==> src/rtl/fetch_stage.sv <==
// Y86-64 fetch stage: predicted-PC register, instruction split/align decode,
// valP / next-PC prediction, F->D pipeline register and the fetch-halt FSM.
module fetch_stage #(
    parameter logic [63:0] RESET_PC = 64'h0
) (
    input  logic        clk,
    input  logic        rst_n,
    output logic [63:0] imem_pc,
    input  logic [7:0]  imem_split,
    input  logic [71:0] imem_align,
    input  logic        imem_error,
    input  logic        F_stall,
    input  logic        D_stall,
    input  logic        D_bubble,
    input  logic        redir_valid,
    input  logic [63:0] redir_pc,
    output logic [2:0]  D_stat,
    output logic [3:0]  D_icode,
    output logic [3:0]  D_ifun,
    output logic [3:0]  D_rA,
    output logic [3:0]  D_rB,
    output logic [63:0] D_valC,
    output logic [63:0] D_valP,
    output logic [63:0] D_pc,
    output logic        f_halted
);

    localparam logic [2:0] STAT_BUB = 3'd0;
    localparam logic [2:0] STAT_AOK = 3'd1;
    localparam logic [2:0] STAT_HLT = 3'd2;
    localparam logic [2:0] STAT_ADR = 3'd3;
    localparam logic [2:0] STAT_INS = 3'd4;

    localparam logic [3:0] ICODE_NOP = 4'h1;
    localparam logic [3:0] REG_NONE  = 4'hF;

    typedef enum logic {
        StRun  = 1'b0,
        StHalt = 1'b1
    } state_t;

    state_t      state_q, state_d;
    logic [63:0] pred_pc_q, pred_pc_d;

    logic [63:0] f_pc;
    logic [3:0]  f_icode, f_ifun;
    logic        instr_valid;
    logic [2:0]  f_stat;
    logic        need_regids, need_valc;
    logic [3:0]  f_ra, f_rb;
    logic [63:0] f_valc, f_valp, f_pred;
    logic        fetch_active;
    logic        d_load, d_clear;

    // Select fetch PC; a redirect overrides the prediction in the same cycle.
    always_comb begin
        f_pc    = redir_valid ? redir_pc : pred_pc_q;
        imem_pc = f_pc;
    end

    // Split the instruction byte and classify the opcode.
    always_comb begin
        if (imem_error) begin
            f_icode = ICODE_NOP;
            f_ifun  = 4'h0;
        end else begin
            f_icode = imem_split[7:4];
            f_ifun  = imem_split[3:0];
        end

        unique case (f_icode)
            4'h0, 4'h1, 4'h3, 4'h4, 4'h5,
            4'h8, 4'h9, 4'hA, 4'hB: instr_valid = (f_ifun == 4'h0);
            4'h2, 4'h7:             instr_valid = (f_ifun <= 4'h6);
            4'h6:                   instr_valid = (f_ifun <= 4'h3);
            default:                instr_valid = 1'b0;
        endcase

        if (imem_error)           f_stat = STAT_ADR;
        else if (!instr_valid)    f_stat = STAT_INS;
        else if (f_icode == 4'h0) f_stat = STAT_HLT;
        else                      f_stat = STAT_AOK;
    end

    // Align register ids / constant word and compute fall-through and predicted PC.
    always_comb begin
        need_regids = f_icode inside {4'h2, 4'h3, 4'h4, 4'h5, 4'h6, 4'hA, 4'hB};
        need_valc   = f_icode inside {4'h3, 4'h4, 4'h5, 4'h7, 4'h8};

        f_ra = need_regids ? imem_align[7:4] : REG_NONE;
        f_rb = need_regids ? imem_align[3:0] : REG_NONE;

        if (!need_valc)      f_valc = 64'd0;
        else if (need_regids) f_valc = imem_align[71:8];
        else                  f_valc = imem_align[63:0];

        // Wraps modulo 2^64 by construction.
        f_valp = f_pc + 64'd1 + {63'd0, need_regids} + (need_valc ? 64'd8 : 64'd0);
        f_pred = (f_icode == 4'h7 || f_icode == 4'h8) ? f_valc : f_valp;
    end

    // Fetch FSM next state, predicted-PC update and D register control.
    always_comb begin
        state_d   = state_q;
        pred_pc_d = pred_pc_q;
        d_load    = 1'b0;
        d_clear   = 1'b0;

        unique case (state_q)
            StRun:  fetch_active = 1'b1;
            StHalt: fetch_active = redir_valid;
            default: fetch_active = 1'b1;
        endcase

        if (fetch_active) begin
            state_d = StRun;
            // A stalled fetch still captures a redirect so it is not lost.
            if (!F_stall)         pred_pc_d = f_pred;
            else if (redir_valid) pred_pc_d = redir_pc;
        end

        if (!D_stall) begin
            if (D_bubble || !fetch_active) begin
                d_clear = 1'b1;
            end else begin
                d_load = 1'b1;
                if (f_stat != STAT_AOK) state_d = StHalt;
            end
        end
    end

    // FSM state and predicted-PC registers.
    always_ff @(posedge clk) begin
        if (!rst_n) begin
            state_q   <= StRun;
            pred_pc_q <= RESET_PC;
        end else begin
            state_q   <= state_d;
            pred_pc_q <= pred_pc_d;
        end
    end

    // F->D pipeline register: reset/bubble clear, load, or hold.
    always_ff @(posedge clk) begin
        if (!rst_n || d_clear) begin
            D_stat  <= STAT_BUB;
            D_icode <= ICODE_NOP;
            D_ifun  <= 4'h0;
            D_rA    <= REG_NONE;
            D_rB    <= REG_NONE;
            D_valC  <= 64'd0;
            D_valP  <= 64'd0;
            D_pc    <= 64'd0;
        end else if (d_load) begin
            D_stat  <= f_stat;
            D_icode <= f_icode;
            D_ifun  <= f_ifun;
            D_rA    <= f_ra;
            D_rB    <= f_rb;
            D_valC  <= f_valc;
            D_valP  <= f_valp;
            D_pc    <= f_pc;
        end
    end

    // Halt flag is the registered FSM state.
    always_comb f_halted = (state_q == StHalt);

endmodule

==> config.mk <==
export PLATFORM = sky130hd
export DESIGN_NAME = fetch_stage
export DESIGN_NICKNAME = d
export VERILOG_FILES = /design/src/rtl/fetch_stage.sv
export SDC_FILE = /design/constraint.sdc
export NUM_CORES = 1
export LEC_CHECK = 0
export BUFFER_PORTS_ARGS = -buffer_cell sky130_fd_sc_hd__buf_4
export CAP_MARGIN = 25
export CORE_ASPECT_RATIO = 0.6
export CORE_MARGIN = 4
export CORE_UTILIZATION = 38
export CTS_CLUSTER_SIZE = 25
export DETAILED_ROUTE_END_ITERATION = 10
export PLACE_DENSITY = 0.68
export SYNTH_ARGS = -nofsm -noshare
export SYNTH_HDL_FRONTEND = slang
export SYNTH_SLANG_ARGS = --single-unit
==> constraint.sdc <==
create_clock -name clk -period 5.9 [get_ports clk]
set_input_delay 1.475 -clock clk [delete_from_list [all_inputs] [get_ports clk]]
set_output_delay 1.475 -clock clk [all_outputs]
set_load 0.05 [all_outputs]
; Word level (Yosys, flattened, before mapping)
; Cells that the tools add are included.
[totals]
romBits = 0
n_memories = 0
in_bits = 151
mem_bits_rw = 0
elab_cells = 62
out_inout_bits = 276
latch_bits = 0
register_bits = 276
[op_classes]
n_mux = 23
bitwise = 1
n_addsub = 3
multipliers = 0
shift = 0
n_reduce_logical = 11
n_eq_ne = 12
magnitude_cmp = 2
n_div = 0
[op_table]
columns = cell, n
row1 = 64-bit 2-to-1 mux, 5
row2 = 64-bit by 1-bit adder with 64-bit output, 1
row3 = 64-bit by 1-bit adder with 64-bit output (second input constant), 1
row4 = 64-bit by 4-bit adder with 64-bit output, 1
row5 = 4-bit 2-to-1 mux, 5
row6 = 4-bit by 3-bit == test with 1-bit output (second input constant), 4
row7 = 4-bit == test (second input constant), 4
row8 = 9-bit OR reduction, 1
row9 = 4-bit by 2-bit == test with 1-bit output (second input constant), 2
row10 = 4-bit logical NOT, 2
row11 = 1-bit 2-to-1 mux, 8
row12 = 7-bit nonzero test, 1
row13 = 3-bit 2-to-1 mux, 2
row14 = 5-bit nonzero test, 1
row15 = 4-bit by 1-bit == test with 1-bit output (second input constant), 1
row16 = 4-bit by 2-bit less-or-equal comparator with 1-bit output (second input constant), 1
row17 = 4-bit by 3-bit less-or-equal comparator with 1-bit output (second input constant), 1
row18 = 1-bit logical OR, 3
row19 = 3-bit by 1-bit != test with 1-bit output (second input constant), 1
row20 = 1-bit case mux with 3 select lines, 1
row21 = 1-bit logical NOT, 2
row22 = 2-bit 2-to-1 mux, 1
row23 = 1-bit case mux with 2 select lines, 1
row24 = 2-bit OR reduction, 1
row25 = 1-bit NOT, 1

; Longest topological paths before layout
[depth]
word_depth = 10
ltp_mapped = 18
ltp_nobuf = 12

; Worst setup path before layout
; No wires, ideal clock.
[synth_path]
path_type = input to register
startpoint = in redir_valid
endpoint = reg D_valP[48]
required_time_ps = 5781
arrival_ps = 5313
path_buffers = 8
path_slack_ps = 468
setup_time_ps = 119
stages = 17
cell_sequence = buf_6 > buf_6 > buf_6 > buf_2 > buf_2 > buf_2 > buf_2 > mux2i_1 > inv_1 > ha_1 > a31o_2 > buf_2 > nand4_1 > nor3_1 > nand4_1 > xnor2_1 > o221a_2
[synth_via]
word_cells_on_any_way = 12
classes_between = add/sub: 3 / mux: 6 / reduce/logical: 3
[synth_rtl]
columns = item, line
row1 = "start, declared", 15  ; input logic redir_valid,
row2 = 64-bit 2-to-1 mux, n/a
row3 = net imem_pc[3], 8  ; output logic [63:0] imem_pc,
row4 = 64-bit by 1-bit adder with 64-bit output (2 in a row), 98  ; f_valp = f_pc + 64'd1 + {63'd0, need_regids} + (need_valc ? 64'd8 : 64'd0);
row5 = 64-bit by 4-bit adder with 64-bit output, 98
row6 = "end signal, assigned", 161  ; D_valP <= f_valp;
row7 = "end, declared", 23  ; output logic [63:0] D_valP,
; The timed path passes the listed nets, and every way through them passes these cells.
; A chain may end at the register's enable or synchronous reset.

; Final worst setup path
[layout_path]
startpoint = in redir_valid
endpoint = out imem_pc[28]
[layout_via]
elab_chain_cells = 1
[layout_lines]
columns = item, line
row1 = 64-bit 2-to-1 mux, n/a
row2 = "end, declared", 8
; No other way between the ends.

==> out/results.txt <==
Number of fill cells in the layout = 3633
Net Sw Power = 2.08 mW
Main synth FF type = dfxtp_1
Fraction of registers with async set/reset = 0%
Setup TNS Final = 0 ps
Worst Setup Start Kind = input port
Summed instance area of the synthesized netlist = 14500 sq um
Switching share of power = 36.7%
Number of H-tree branching levels = 1
Row count = 55
Dpl ws = 709 ps
Sequential fraction of the synthesis area = 38.2%
Number of cells on the worst hold path = 2
Warning count from the yosys run = 0
Count of port buffers added during placement = 426
Number of buffers inserted during clock tree synthesis = 29
Number of global-route vias before repair = 14.7k
Clock Skew = 15.2 ps
Power share of the sequential group = 36.9%
Worst IR Drop VDD = 0.214 mV
Aggregate global routing overflow = 0
Initial core utilization = 38.5%
Clock latency on the worst-skew pair = 580 ps
Leakage power total = 8.74 nW
Number of setup buffers added after CTS = 0
Share of power burned in the clock network = 34.7%
Cell-internal power = 3.60 mW
Antenna viol nets, final = 0
Number of failing hold endpoints at the final stage = 0
Length of the first detailed-routing pass in iterations = 6
Distinct cells, synth = 81
Area of the multi-input gates = 8180 sq um
CTS max path bufs = 3
Initial antenna violation count = 3
Flip-flop and latch count after synthesis = 276
Sequential cell area = 5530 sq um
Total number of vias = 15.8k
Fraction of layout cells with a size suffix above 1 = 28.4%
CTS Sinks = 276
Wire length of the first global-routing pass = 103 mm
Std-Cell Core Area = 37600 sq um
Final standard cell area without fillers = 19100 sq um
Data required time of the critical path = 4430 ps
Mean instance size in the synthesized netlist = 8.49 sq um
Num ports = 427
Post-synth EDFFs = 0
Area added between synthesis and finish = 32.3%
Setup repair after global routing missed its margin = no
Number of buffers added to fix hold violations after cts = 0
Synthesized netlist net count = 1859
Max-slew violation count = 0
Run status = completed
Layout Cells excl Fill = 2602
Horizontal extent of the die = 260 um
Sort of element at the end of the critical path = output pin
Number of design-rule violations left by the first detailed-router iteration = 2000
Headroom to the max-slew limit = 27.0%
PD cells = 297 nW/um^2
CTS Root Buffer Type = clkbuf_16
DRC viols = 0
Cells after DPL = 2546
Min cycle time layout = 5170 ps
Part of the total power dissipated in combinational logic = 28.4%
Share of the cycle needed by the critical path after routing = 87.7%
Count of maximum capacitance violations = 0
CTS tree = built
Total Routed Length = 71.9 mm
Crit path arrival time = 3700 ps
Most common cell after layout, fill and taps aside = buf_4
Transition at the pin with the smallest max-transition slack = 1060 ps
Post-layout net count = 2218
DIE HEIGHT = 159 um
Area enclosed by the die boundary = 41400 sq um
Total Routing Usage GR = 32.8%
Clk slew on worst S/H paths = 60 ps
Cts repair resizes = 0
Post-Syn Instances = 1705
Maximum number of pins on one net before global-route repair = 117
Hpwl dp = 53.5 mm
Highest-count cells in the layout ignoring fill and taps = 466 x buf_4, 276 x dfxtp_1, 172 x o21ai_0
Highest Clock Rate = 193 MHz
PnR worst setup slack = 727 ps
Setup Viol. Count Final = 0
Post-detailed-route wirelength per cell = 27.6 um
Max Fanout on Critical Path = 51
Setup CP Type = input port to output pin
Hold Crit Class = flop to flop
Reg2Reg Depth = 10
Final GP Congestion = 0.980
Average vias per placed instance = 6.07
Post-DP Area = 18100 sq um
==> worst paths after layout <==
| kind | startpoint | to | slack, ps |
|---|---|---|---|
| worst max-delay path | redir_valid | imem_pc[28] | 730 |
| worst max register to register | pred_pc_q[0] | D_valP[47] | 2630 |
| worst min-delay path | pred_pc_q[9] | pred_pc_q[9] | 450 |
| worst min register to register | pred_pc_q[9] | pred_pc_q[9] | 450 |
==> cells by family (layout without fill, tap and decap cells) <==
logic type | after synthesis | count (layout) | share of synthesized area, %
buf+inv | 200 | 582 | 5.62
flops | 276 | 276 | 38.2
xor+xnor | 55 | 55 | 3.33
fa+ha+maj | 3 | 3 | 0.259
simple gates | 452 | 452 | 15.9
compound gates | 585 | 585 | 27.3
other cells | 0 | 2 | 0
mux | 134 | 134 | 9.42
==> final cells by class <==
| cell class | instances | share of cell area [%] |
|---|---|---|
| Antenna cell | 2 | 0.0261 |
| Inverter | 58 | 1.15 |
| Clock inverter | 16 | 0.882 |
| Clock buffer | 38 | 4.33 |
| Sequential cell | 276 | 28.9 |
| Timing Repair Buffer | 470 | 18.7 |
| Multi-Input combinational cell | 1229 | 42.7 |
| Tap cell | 513 | 3.35 |
==> per-stage QoR <==
step,hold WS [ps],power [mW],util (%)
after global routing,472,5.86,50.9
after floorplan,427,3.11,-
final,454,5.69,50.9
after global placement,437,3.71,48.2
after detailed placement,447,3.72,48.2
after CTS,455,5.67,50.9
==> registers in the layout, indices dropped and copies added, names as in the netlist, 3 cells and up <==
signal     cells
pred_pc_q     64
D_stat         3
D_icode        4
D_rB           4
D_pc          64
D_valC        64
D_ifun         4
D_rA           4
D_valP        64
==> power by group through the flow <==
stage	clock network (mW)	registers, mW	logic, mW
2_1_floorplan	0	2.44	0.664
3_3_place_gp	0	2.13	1.58
3_5_place_dp	0	2.13	1.59
4_1_cts	1.99	2.10	1.59
5_1_grt	2.06	2.11	1.68
6_report	1.97	2.10	1.61
==> synth_stat cells, drive strengths merged, types with 36 or more instances <==
library cell / number / area (sq um)
a211oi: 40 / 325
a21oi: 126 / 634
clkbuf: 108 / 405
dfxtp: 276 / 5530
inv: 57 / 214
mux2i: 116 / 1160
nand2: 125 / 469
nand3: 54 / 270
nor2: 123 / 462
o211a: 64 / 641
o21ai: 175 / 876
o22ai: 36 / 225
xnor2: 48 / 420
==> layer usage <==
metal	wire, um	part of all wire [%]	GRT usage [%]	vias to the layer above
li1	-	-	-	7052
met1	32500	45	49.4	7692
met2	27600	38	43.4	950
met3	10100	14	13.0	93
met4	1700	2.4	6.96	2
met5	13	0.018	0	-
==> critical path: stages <==
cell and delay, ps:
buf_4 520, buf_4 470, mux2i_1 620, inv_1 310, buf_4 270
Power figures use the tool's default switching activity.
